==> config.mk <==
export PLATFORM = sky130hd
export DESIGN_NAME = cmp_arbiter
export DESIGN_NICKNAME = d
export VERILOG_FILES = /design/src/rtl/cmp_pkg.sv /design/src/rtl/cmp.sv /design/src/rtl/cmp_arbiter.sv
export SDC_FILE = /design/constraint.sdc
export NUM_CORES = 1
export LEC_CHECK = 0
export CAP_MARGIN = 40
export CELL_PAD_IN_SITES_DETAIL_PLACEMENT = 0
export CELL_PAD_IN_SITES_GLOBAL_PLACEMENT = 1
export CORE_AREA = 10 10 99 101
export DETAILED_ROUTE_END_ITERATION = 10
export DIE_AREA = 0 0 109 111
export PLACE_DENSITY = 0.9
export SYNTH_ARGS = -nofsm -noshare
export SYNTH_HDL_FRONTEND = slang
export SYNTH_SLANG_ARGS = --single-unit
export TNS_END_PERCENT = 5
==> constraint.sdc <==
create_clock -name clk -period 5.2 [get_ports clk]
set_clock_uncertainty 0.15 [all_clocks]
set_input_delay 0.52 -clock clk [delete_from_list [all_inputs] [get_ports clk]]
set_output_delay 0.52 -clock clk [all_outputs]
set_load 0.005 [all_outputs]
==> src/rtl/cmp_pkg.sv <==
// rtl/cmp_pkg.sv - shared constants and types for the comparator arbiter
package cmp_pkg;

  localparam logic CMP_SIGNED   = 1'b0;
  localparam logic CMP_UNSIGNED = 1'b1;
  localparam logic REQ_BRANCH   = 1'b0;
  localparam logic REQ_SET      = 1'b1;

  typedef enum logic {
    RSP_EMPTY = 1'b0,
    RSP_FULL  = 1'b1
  } rsp_state_e;

  typedef struct packed {
    logic equal;
    logic less;
    logic greater;
  } cmp_flags_t;

endpackage

==> src/rtl/cmp.sv <==
// rtl/cmp.sv - combinational signed/unsigned magnitude comparator
module cmp
  import cmp_pkg::*;
#(
  parameter int WIDTH = 32
) (
  input  logic [WIDTH-1:0] a,
  input  logic [WIDTH-1:0] b,
  input  logic             op,
  output logic             equal,
  output logic             less,
  output logic             greater
);

  always_comb begin
    equal = (a == b);
    if (op == CMP_UNSIGNED) begin
      less = (a < b);
    end else begin
      less = ($signed(a) < $signed(b));
    end
    greater = !equal && !less;
  end

endmodule

==> src/rtl/cmp_arbiter.sv <==
// rtl/cmp_arbiter.sv - round-robin arbiter sharing one comparator between two requesters
module cmp_arbiter
  import cmp_pkg::*;
#(
  parameter int WIDTH = 32
) (
  input  logic             clk,
  input  logic             reset,
  input  logic             req0_valid,
  output logic             req0_ready,
  input  logic [WIDTH-1:0] req0_a,
  input  logic [WIDTH-1:0] req0_b,
  input  logic             req0_op,
  input  logic             req1_valid,
  output logic             req1_ready,
  input  logic [WIDTH-1:0] req1_a,
  input  logic [WIDTH-1:0] req1_b,
  input  logic             req1_op,
  output logic             rsp_valid,
  input  logic             rsp_ready,
  output logic             rsp_id,
  output logic             rsp_equal,
  output logic             rsp_less,
  output logic             rsp_greater
);

  rsp_state_e       state_q, state_d;
  logic             ptr_q, ptr_d;
  logic             id_q, id_d;
  cmp_flags_t       flags_q, flags_d;
  cmp_flags_t       cmp_flags;
  logic             rsp_free;
  logic             grant0, grant1, grant_any, sel;
  logic [WIDTH-1:0] mux_a, mux_b;
  logic             mux_op;

  assign rsp_free = (state_q == RSP_EMPTY) || rsp_ready;

  // Reset gates the grant combinationally so nothing is accepted while it is held.
  always_comb begin
    grant0 = 1'b0;
    grant1 = 1'b0;
    if (!reset && rsp_free) begin
      if (req0_valid && req1_valid) begin
        grant0 = (ptr_q == REQ_BRANCH);
        grant1 = (ptr_q == REQ_SET);
      end else begin
        grant0 = req0_valid;
        grant1 = req1_valid;
      end
    end
  end

  assign grant_any = grant0 || grant1;
  assign sel       = grant1 ? REQ_SET : REQ_BRANCH;
  assign mux_a     = (sel == REQ_SET) ? req1_a  : req0_a;
  assign mux_b     = (sel == REQ_SET) ? req1_b  : req0_b;
  assign mux_op    = (sel == REQ_SET) ? req1_op : req0_op;

  cmp #(.WIDTH(WIDTH)) u_cmp (
    .a       (mux_a),
    .b       (mux_b),
    .op      (mux_op),
    .equal   (cmp_flags.equal),
    .less    (cmp_flags.less),
    .greater (cmp_flags.greater)
  );

  always_comb begin
    state_d = state_q;
    ptr_d   = ptr_q;
    id_d    = id_q;
    flags_d = flags_q;
    if (grant_any) begin
      state_d = RSP_FULL;
      ptr_d   = ~sel;
      id_d    = sel;
      flags_d = cmp_flags;
    end else if (rsp_ready) begin
      state_d = RSP_EMPTY;
    end
  end

  always_ff @(posedge clk or posedge reset) begin
    if (reset) begin
      state_q <= RSP_EMPTY;
      ptr_q   <= REQ_BRANCH;
      id_q    <= 1'b0;
      flags_q <= '0;
    end else begin
      state_q <= state_d;
      ptr_q   <= ptr_d;
      id_q    <= id_d;
      flags_q <= flags_d;
    end
  end

  assign req0_ready  = grant0;
  assign req1_ready  = grant1;
  assign rsp_valid   = (state_q == RSP_FULL);
  assign rsp_id      = id_q;
  assign rsp_equal   = flags_q.equal;
  assign rsp_less    = flags_q.less;
  assign rsp_greater = flags_q.greater;

endmodule

[Yosys cells after proc, flatten, opt, wreduce, memory -nomap -nowiden]
Index checks and enable logic that the tools add are counted.
Operators by class
  bitwise operators: 3
  $lt $le $gt $ge: 2
  mux-type cells: 11
  equal/unequal tests: 1
  reduce and logical (&&, ||, !) cells: 9
Operator list (count)
  < comparator 32 bit: 2
  2-to-1 mux 32 bit: 2
  == test 32 bit: 1
  2-to-1 mux 1 bit: 9
  logical AND 1 bit: 3
  logical NOT 1 bit: 3
  inverter 1 bit: 3
  logical OR 1 bit: 2
  nonzero test 2 bit: 1
Word-level totals
  logic and storage cells: 32
  output and inout bits: 7
  bits in registers: 6
  input bits: 135

[Longest topological paths before layout]
Gate-level depths: netlist (run 1).
  depth after elaboration: 10
  gate-level depth with buffers: 15
  mapped depth without buffers: 13

[Cells and area by module]
A second synthesis (run 1) with hierarchy kept.
Unflattened totals
  cell total of the unflattened synthesis: 211
  area total of the unflattened synthesis: 2040.7 sq um
By module, submodules not included
  cmp_arbiter: instances 1, cells an instance 94, area an instance 1204.9 sq um, seq. area each 150.1 sq um
  cmp: instances 1, cells an instance 117, area an instance 835.8 sq um, seq. area each 0.0 sq um

[Least setup slack after synthesis (run 1)]
No wires, ideal clock.
  kind: input port to flip-flop
  start point: in reset
  end point: reg flags_q, in the netlist rsp_greater
  library setup time: 0.068 ns
  stages on the path: 14
  data required time: 4.982 ns
  buffers on the path: 2
  setup slack: 2.008 ns
  arrival time: 2.974 ns
  cell sequence: inv_2 > and2_1 > nand3_2 > inv_2 > buf_4 > buf_4 > mux2i_1 > ha_1 > a21oi_2 > o21ai_1 > a221o_1 > a211o_1 > o32a_1 > nand2_1
On the way
  cells in the longest elaborated chain, start to end: 9
  elaborated cells between the ends (all ways): 16
  those cells by class: 2 x order compare; 1 x eq/ne; 7 x mux; 6 x reduce/logical
Ends and longest elaborated chain
  start: declaration: RTL line cmp_arbiter.sv:8  | input logic reset,
  logical NOT 1 bit (no line) (*)
  logical AND 1 bit (*): RTL line cmp_arbiter.sv:43  | if (!reset && rsp_free) begin
  2-to-1 mux 1 bit: RTL line cmp_arbiter.sv:43
  2-to-1 mux 1 bit: RTL line cmp_arbiter.sv:55  | assign sel = grant1 ? REQ_SET : REQ_BRANCH;
  2-to-1 mux 32 bit (on tied branches): RTL line cmp_arbiter.sv:56, cmp_arbiter.sv:57
  < comparator 32 bit (on tied branches): RTL line cmp.sv:20, cmp.sv:18
  2-to-1 mux 1 bit: RTL line cmp.sv:17  | if (op == CMP_UNSIGNED) begin
  logical NOT 1 bit: RTL line cmp.sv:22  | greater = !equal && !less;
  logical AND 1 bit: RTL line cmp.sv:22
  end signal: assignment: RTL line cmp_arbiter.sv:94  | flags_q <= flags_d;
  end: declaration: RTL line cmp_arbiter.sv:30  | cmp_flags_t flags_q, flags_d;
Mark *: on every way between the ends. The rest lies on a longest branch, timed or not.
A chain may end at the register's enable or synchronous reset.

[Final worst setup path (run 1)]
  start point: in rsp_ready
  end point: reg flags_q, in the netlist rsp_greater
On the way
  cells in the longest elaborated chain, start to end: 9
  elaborated cells between the ends (all ways): 16
  those cells by class: 2 x order compare; 1 x eq/ne; 7 x mux; 6 x reduce/logical
Ends and longest elaborated chain
  start: declaration: RTL line cmp_arbiter.sv:20  | input logic rsp_ready,
  logical OR 1 bit (*): RTL line cmp_arbiter.sv:37  | assign rsp_free = (state_q == RSP_EMPTY) || rsp_ready;
  logical AND 1 bit (*): RTL line cmp_arbiter.sv:43
  2-to-1 mux 1 bit: RTL line cmp_arbiter.sv:43
  2-to-1 mux 1 bit: RTL line cmp_arbiter.sv:55
  2-to-1 mux 32 bit (on tied branches): RTL line cmp_arbiter.sv:56, cmp_arbiter.sv:57
  < comparator 32 bit (on tied branches): RTL line cmp.sv:20, cmp.sv:18
  2-to-1 mux 1 bit: RTL line cmp.sv:17
  logical NOT 1 bit: RTL line cmp.sv:22
  logical AND 1 bit: RTL line cmp.sv:22
Marks and branches as above.

==> results.md, run 1 <==
* Signal arrival time at the worst endpoint at 3710 ps
* Clock insertion delay at the later pin of the skew report at 220 ps
* Synth-to-layout area growth at 89.5%
* Setup violations, final at 0
* Buffers on Ports at 141
* Async set or reset register ratio after synthesis at 100%
* DRC Markers at 0
* Synth Flop Type: sky130_fd_sc_hd__dfrtp_1
* Setup repair after global routing missed its margin: false
* Drt wl/cell at 14.6 um
* # rows at 33
* Clock buffers created by TritonCTS at 3
* Setup slack at placement at 1200 ps
* Flop2flop setup slack at 1840 ps
* Critical Path Fanout Max at 40
* Type of element launching the critical path: input pin
* End point of the critical path: rsp_greater$_DFFE_PP0P_
* Overall track demand over capacity in global routing at 11.3%
* Root buffer cell: sky130_fd_sc_hd__clkbuf_8
* Count of endpoints failing hold in the final timing report at 0
* Antenna Violating Nets Remaining at 0
* Number of cells on the worst reg-to-reg path at 13
* Wire length of the first global-routing pass at 11200 um
* Area enclosed by the die boundary at 0.0121 mm^2
* Total stage count of the critical path at 14
* Post-CTS Hold Buffers at 0
* Initial antenna violation count at 0
* Critical path required time at 5160 ps
* Die height at 111 um
* Via-per-instance ratio at 4.47
* Placed insts at 493
* Maximum operating frequency at 267 MHz
* Buf/Inv on CP at 3
* Aggregate global routing overflow at 0
* Max incr delay on CP at 440 ps
* Via count at 2215
* Clock tree from TritonCTS: done
* Cell taking the most area after synthesis: sky130_fd_sc_hd__nand2_1
* Min Clock Period, post-route at 3750 ps
* Max-slew headroom at the worst pin at 51.1%
* Crit-path cells: clkdlybuf4s50_1, nand2b_1, and2_1, nand3_2, inv_2, buf_12, mux2i_1, ha_1, a21oi_1, nand2_1, a221o_1, o31ai_1, o32a_1, nand2_1
* Number of standard cells in the final layout excluding fillers at 496
* Avg Synthesized Cell Area at 6.88 um^2
* Number of filler cells placed in the layout at 801
* Pin count of the biggest net entering global routing at 41
* Final setup TNS at 0 ps
* Final antenna diode count at 0
* Count of distinct cell types in the synthesized netlist at 37
* DRT Pass-1 Iters at 4
* Most numerous cell types in the synthesized netlist: 112 x sky130_fd_sc_hd__nand2_1, 32 x sky130_fd_sc_hd__ha_1, 32 x sky130_fd_sc_hd__mux2i_1, 13 x sky130_fd_sc_hd__a21oi_1, 6 x sky130_fd_sc_hd__dfrtp_1
* Final Wtd Congestion at 0.868
* Critical Path Source: rsp_ready
* Family with the most delay on the worst path: buffers and inverters
* Count leader, synth: sky130_fd_sc_hd__nand2_1
* Width of the die at 109 um
* Core Area at 0.00797 mm^2
* Initial Utilization at 21.9%
* Share of Yosys cell area claimed by the top area cell type at 24.1%
* Endpoint of the most critical register-to-register path: rsp_greater$_DFFE_PP0P_
* Share of the yosys chip area belonging to registers at 8.59%
* Number of clock sinks seen by CTS at 6
* Total leakage power at 1.45 nW
* Actual slew at the worst max-slew pin at 730 ps
* Vias in the first global route at 2419
* Initial DRC Count at 57
* Worst IR Drop VDD at 0.0000695 V
* Max-cap check violation count at 0
* Final worst-path setup slack at 1450 ps
* Clock buffer depth at 2
* Count of boundary I/O pins at 142
* Min-Delay Path Class: reg2reg
* Slowest-stage cell, CP: sky130_fd_sc_hd__clkdlybuf4s50_1
* #FFs+latches synth at 6
* EDFF count, synth at 0
* Critical path class: in2reg
* Cells after synthesis at 254
* Final Routed Wirelength at 7250 um
* Number of nets in the layout at 560
* Setup Fix Bufs, Post-CTS at 0
* Post-synth net total at 421
* Area of the mapped netlist at 0.00175 mm^2
* Most used cell along the critical path: sky130_fd_sc_hd__nand2_1
* Total of warnings raised by yosys at 0
* Total power density per cell area at 132 mW/mm^2
* Dpl hpwl at 6370 um
* Crit path capture type: register
* Reg-to-reg critical path startpoint: rsp_valid$_DFFE_PP0P_
* Final design utilization at 41.6%
* Proportion of layout cells with a drive suffix above 1 at 3.58%
* Number of max-slew violations in the final report at 0
* Post-CTS Resized at 0
* Maximum level of the CTS H-tree at 1
* Outcome: finished clean
* Part of the cycle the worst path needs at 72.2%
* Post-CTS clock slew at the launch and capture registers of the worst setup and hold paths at 30 ps
* Minimum hold slack at 332 ps
* Biggest area contributors in the synthesized netlist: sky130_fd_sc_hd__nand2_1 24%, sky130_fd_sc_hd__ha_1 23%, sky130_fd_sc_hd__mux2i_1 18%, sky130_fd_sc_hd__dfrtp_1 8.6%, sky130_fd_sc_hd__a21oi_1 3.7%
[how the worst min path moves through the flow]
stage                             startpoint                     to  cells past startpoint
final                     rsp_id$_DFFE_PP0P_     rsp_id$_DFFE_PP0P_                      2
after global routing                   reset  rsp_valid$_DFFE_PP0P_                      2
after CTS                 rsp_id$_DFFE_PP0P_     rsp_id$_DFFE_PP0P_                      2
after detailed placement  rsp_id$_DFFE_PP0P_     rsp_id$_DFFE_PP0P_                      2
after global placement    rsp_id$_DFFE_PP0P_     rsp_id$_DFFE_PP0P_                      2
after floorplan                        reset      ptr_q$_DFFE_PP0P_                      1
[where the power goes]
part | internal, mW | total (mW) | switching (mW)
Clock | 0.0497 | 0.0694 | 0.0197
Sequential | 0.0566 | 0.0637 | 0.00714
Combinational | 0.180 | 0.305 | 0.124
Total | 0.286 | 0.438 | 0.151
[through the flow]
step | area (um^2) | power, mW
6_report | 3310 | 0.438
5_1_grt | 3310 | 0.480
4_1_cts | 3310 | 0.447
3_5_place_dp | 3270 | 0.373
3_3_place_gp | 3270 | 0.368
2_1_floorplan | 1750 | 0.215
[area by class of cell]
| type | instances | area [um^2] | share of cell area, % |
|---|---|---|---|
| multi-input cells | 236 | 1540 | 46.4 |
| repair buffers | 144 | 1450 | 43.7 |
| flip-flops and latches | 6 | 150 | 4.53 |
| well taps | 105 | 131 | 3.97 |
| clock buffers | 3 | 41.3 | 1.25 |
| inverters | 2 | 7.51 | 0.227 |
[cell families (layout without fill, tap and decap cells)]
| group | Yosys count | count (layout) | share of synthesized area [%] |
|---|---|---|---|
| compound gates | 32 | 32 | 12.0 |
| fa+ha+maj | 32 | 32 | 22.9 |
| buf+inv | 12 | 149 | 3.51 |
| flops | 6 | 6 | 8.59 |
| mux | 33 | 33 | 19.1 |
| simple gates | 139 | 139 | 33.9 |
[registers in the layout, indices dropped and copies added, names as in the netlist]
register and cells:
rsp_less 1, rsp_equal 1, rsp_greater 1, rsp_id 1
rsp_valid 1, ptr_q 1
[placed cells by master, fill, tap and decap left out]
cell / instances
sky130_fd_sc_hd__clkdlybuf4s50_1: 141
sky130_fd_sc_hd__nand2_1: 112
sky130_fd_sc_hd__mux2i_1: 32
sky130_fd_sc_hd__ha_1: 32
sky130_fd_sc_hd__a21oi_1: 13
sky130_fd_sc_hd__dfrtp_1: 6
sky130_fd_sc_hd__nor2_1: 5
sky130_fd_sc_hd__nand4_1: 5
sky130_fd_sc_hd__nand3_1: 5
sky130_fd_sc_hd__clkbuf_8: 3
sky130_fd_sc_hd__inv_2: 2
sky130_fd_sc_hd__nand2b_1: 2
sky130_fd_sc_hd__o211ai_1: 2
sky130_fd_sc_hd__o21ai_0: 2
sky130_fd_sc_hd__a21o_1: 2
sky130_fd_sc_hd__o21ai_1: 2
sky130_fd_sc_hd__a221o_1: 2
sky130_fd_sc_hd__nor4_1: 2
sky130_fd_sc_hd__buf_4: 2
sky130_fd_sc_hd__and2_1: 1
sky130_fd_sc_hd__nand3_2: 1
sky130_fd_sc_hd__mux2i_2: 1
sky130_fd_sc_hd__nand4_2: 1
sky130_fd_sc_hd__o21ai_2: 1
sky130_fd_sc_hd__nor3_1: 1
sky130_fd_sc_hd__a21oi_2: 1
sky130_fd_sc_hd__a211o_1: 1
sky130_fd_sc_hd__nor2b_1: 1
sky130_fd_sc_hd__nor4_2: 1
sky130_fd_sc_hd__a21boi_1: 1
sky130_fd_sc_hd__o31ai_1: 1
sky130_fd_sc_hd__and4_1: 1
sky130_fd_sc_hd__a31oi_1: 1
sky130_fd_sc_hd__o32a_1: 1
sky130_fd_sc_hd__a32oi_1: 1
sky130_fd_sc_hd__nand4bb_1: 1
sky130_fd_sc_hd__a22oi_1: 1
sky130_fd_sc_hd__buf_12: 1
[metal layers]
metal	wire length [um]	vias up	track usage (%)
met5	0	-	0
met4	65	0	2.37
met3	729	8	4.13
met2	3270	103	19.3
met1	3180	935	13.0
li1	-	1169	-
[worst min-delay path, cell delays in order, from the launching register on]
cell and delay, ps:
sky130_fd_sc_hd__dfrtp_1 340, sky130_fd_sc_hd__nand2_1 50, sky130_fd_sc_hd__nand2_1 60
Power figures use the tool's default switching activity.
==> inputs of run 2 (changes only) <==
--- a/config.mk
+++ b/config.mk
@@ -8,10 +8,10 @@
 export CAP_MARGIN = 40
 export CELL_PAD_IN_SITES_DETAIL_PLACEMENT = 0
 export CELL_PAD_IN_SITES_GLOBAL_PLACEMENT = 1
-export CORE_AREA = 10 10 99 101
+export CORE_AREA = 10 10 107 109
 export DETAILED_ROUTE_END_ITERATION = 10
-export DIE_AREA = 0 0 109 111
-export PLACE_DENSITY = 0.9
+export DIE_AREA = 0 0 117 119
+export PLACE_DENSITY = 0.82
 export SYNTH_ARGS = -nofsm -noshare
 export SYNTH_HDL_FRONTEND = slang
 export SYNTH_SLANG_ARGS = --single-unit
==> constraint.sdc (replaced) <==
create_clock -name clk -period 3.1 [get_ports clk]
set_clock_uncertainty 0.15 [all_clocks]
set_input_delay 0.31 -clock clk [delete_from_list [all_inputs] [get_ports clk]]
set_output_delay 0.31 -clock clk [all_outputs]
set_load 0.005 [all_outputs]
==> run 2 against run 1 <==
  * Sequential power rose by 65%
  * Non-clock buffer count is 28 higher
  * Hold slack got worse by 300 ps
  * Combinational power up 100%
  * Via count is 7.4% higher
  * Critical path depth shrank 1
  * Die area up 15%
  * Register-to-register slack got worse by 1700 ps
  * Sequential share of layout area decreased by 0.52 points
  * Final cell count grew 7.5%
  * Critical endpoint unchanged
==> results.md, run 2 (same netlist as run 1, synthesis figures left out) <==
* Number of max-slew violations in the final report at 0 (unchanged)
* Core Area at 0.00946 mm^2 (+19%)
* Initial Utilization at 18.5% (-3.5 points)
* Area enclosed by the die boundary at 0.0139 mm^2 (+15%)
* Part of the cycle the worst path needs at 94.8%
* Post-CTS clock slew at the launch and capture registers of the worst setup and hold paths at 40 ps (about the same)
* Aggregate global routing overflow at 0 (unchanged)
* Wire length of the first global-routing pass at 12500 um (+11%)
* Buffers on Ports at 141 (unchanged)
* Vias in the first global route at 2652 (+9.6%)
* Signal arrival time at the worst endpoint at 2950 ps (-760 ps)
* Critical Path Fanout Max at 6 (-85%)
* Root buffer cell: sky130_fd_sc_hd__clkbuf_8
* Post-CTS Hold Buffers at 0 (unchanged)
* Min-Delay Path Class: in2async
* Final Wtd Congestion at 0.753 (-13%)
* Actual slew at the worst max-slew pin at 319 ps (-411 ps)
* Number of filler cells placed in the layout at 984 (+23%)
* Proportion of layout cells with a drive suffix above 1 at 12.2% (+8.6 points)
* Width of the die at 117 um (+7.3%)
* Initial antenna violation count at 0 (unchanged)
* Final setup TNS at 0 ps (unchanged)
* Max-slew headroom at the worst pin at 78.3% (+27 points)
* Total leakage power at 1.65 nW (+14%)
* Outcome: finished clean
* Uppermost layer routed: met4
* Setup repair after global routing missed its margin: false
* Routed wire length on met2 at 3700 um (+13%)
* FF+latch area at 150 um^2 (unchanged)
* Critical Path Source: req1_valid
* Final antenna diode count at 0 (unchanged)
* Max-cap check violation count at 0 (unchanged)
* Min Clock Period, post-route at 2940 ps
* Clock buffer depth at 2 (unchanged)
* Commonest non-fill, non-tap cell in the layout: sky130_fd_sc_hd__clkdlybuf4s50_1
* Total power density per cell area at 223 mW/mm^2 (+69%)
* Routed wire length on met3 at 1140 um (+57%)
* Crit path capture type: register
* Antenna Violating Nets Remaining at 0 (unchanged)
* Reg-to-reg critical path startpoint: rsp_valid$_DFFE_PP0P_
* Overall track demand over capacity in global routing at 11.0% (-0.34 points)
* Number of clock sinks seen by CTS at 6 (unchanged)
* Final design utilization at 39.5% (-2.1 points)
* Pin count of the biggest net entering global routing at 34 (-17%)
* Via-per-instance ratio at 4.46 (about the same)
* Most used cells in the layout excluding fill and tap cells: 138 x sky130_fd_sc_hd__clkdlybuf4s50_1, 112 x sky130_fd_sc_hd__nand2_1, 31 x sky130_fd_sc_hd__mux2i_1
* Dpl hpwl at 6920 um (+8.6%)
* Maximum operating frequency at 340 MHz
* Routed metal-1 wire length at 3180 um (-0.13%)
* Critical path class: in2reg
* Worst IR Drop VDD at 0.0000883 V (+27%)
* DRC Markers at 0 (unchanged)
* Critical path required time at 3110 ps (-2050 ps)
* Clock tree from TritonCTS: done
* Flop2flop setup slack at 170 ps (-1670 ps)
* Number of nets in the layout at 588 (+5.0%)
* Via count at 2378 (+7.4%)
* Type of element launching the critical path: input pin
* Count of endpoints failing hold in the final timing report at 0 (unchanged)
* # rows at 36 (+9.1%)
* End point of the critical path: rsp_greater$_DFFE_PP0P_
* Synth-to-layout area growth at 114%
* Initial DRC Count at 93 (+63%)
* Drt wl/cell at 15.1 um (+3.3%)
* Clock buffers created by TritonCTS at 3 (unchanged)
* Area taken by multi-input logic gates at 0.00162 mm^2 (+5.1%)
* Endpoint of the most critical register-to-register path: rsp_greater$_DFFE_PP0P_
* Maximum level of the CTS H-tree at 1 (unchanged)
* Setup violations, final at 0 (unchanged)
* Die height at 119 um (+7.2%)
* Clock insertion delay at the later pin of the skew report at 220 ps (about the same)
* Count of boundary I/O pins at 142 (unchanged)
* Number of cells on the worst reg-to-reg path at 14 (+1)
* Final Routed Wirelength at 8050 um (+11%)
* DRT Pass-1 Iters at 4 (unchanged)
run 2: worst min path at each step:
| stage | startpoint | cells after the start | to |
|---|---|---|---|
| 6_report | reset | 3 | rsp_valid$_DFFE_PP0P_ |
| 5_1_grt | reset | 3 | rsp_valid$_DFFE_PP0P_ |
| 4_1_cts | reset | 3 | rsp_valid$_DFFE_PP0P_ |
| 3_5_place_dp | rsp_id$_DFFE_PP0P_ | 2 | rsp_id$_DFFE_PP0P_ |
| 3_3_place_gp | rsp_id$_DFFE_PP0P_ | 2 | rsp_id$_DFFE_PP0P_ |
| 2_1_floorplan | reset | 1 | ptr_q$_DFFE_PP0P_ |
run 2: area by class of cell:
class	instances	share of cell area (%)
sequential	6	4.02
tap	114	3.82
clock buffer	3	1.10
multi-input combinational	236	43.2
inverter	2	0.402
timing repair buffer	172	47.5
run 2: critical path: stages:
cell and delay (ps):
sky130_fd_sc_hd__clkdlybuf4s50_1 530, sky130_fd_sc_hd__nand3_4 120, sky130_fd_sc_hd__inv_8 110, sky130_fd_sc_hd__buf_12 120, sky130_fd_sc_hd__buf_16 110, sky130_fd_sc_hd__mux2i_1 200
sky130_fd_sc_hd__ha_1 260, sky130_fd_sc_hd__nand4_1 140, sky130_fd_sc_hd__nor3_1 70, sky130_fd_sc_hd__a221o_1 340, sky130_fd_sc_hd__a211o_1 270, sky130_fd_sc_hd__o32a_1 300
sky130_fd_sc_hd__nand2_1 60
run 2: what timing repair did:
action	in CTS	in global routing
resized for setup	18	4
buffers inserted	3	0
endpoints found under the setup margin	2	2
pin swaps	19	5
cloned	3	0
run 2: stage by stage:
| stage | instances | area (um^2) | power, mW | setup slack, ps | hold slack (ps) |
|---|---|---|---|---|---|
| after floorplan | 254 | 1750 | 0.360 | 76.1 | -74.8 |
| after global placement | 524 | 3470 | 0.664 | -204 | 322 |
| after detailed placement | 524 | 3470 | 0.673 | -292 | 319 |
| after CTS | 533 | 3710 | 0.842 | 0.966 | 40.5 |
| after global routing | 533 | 3740 | 0.913 | 19.3 | 56.1 |
| final | 533 | 3740 | 0.834 | 160 | 36.8 |
run 2: power breakdown:
group	leakage [nW]	switching [mW]	internal, mW
clock	0.0216	0.0330	0.0834
sequential	0.0752	0.0107	0.0948
combinational	1.56	0.241	0.372
run 2: per-layer routing:
| layer | up-vias | track usage, % |
|---|---|---|
| met5 | - | 0 |
| met4 | 0 | 1.85 |
| met3 | 4 | 5.57 |
| met2 | 106 | 19.2 |
| met1 | 1044 | 11.5 |
| li1 | 1224 | - |
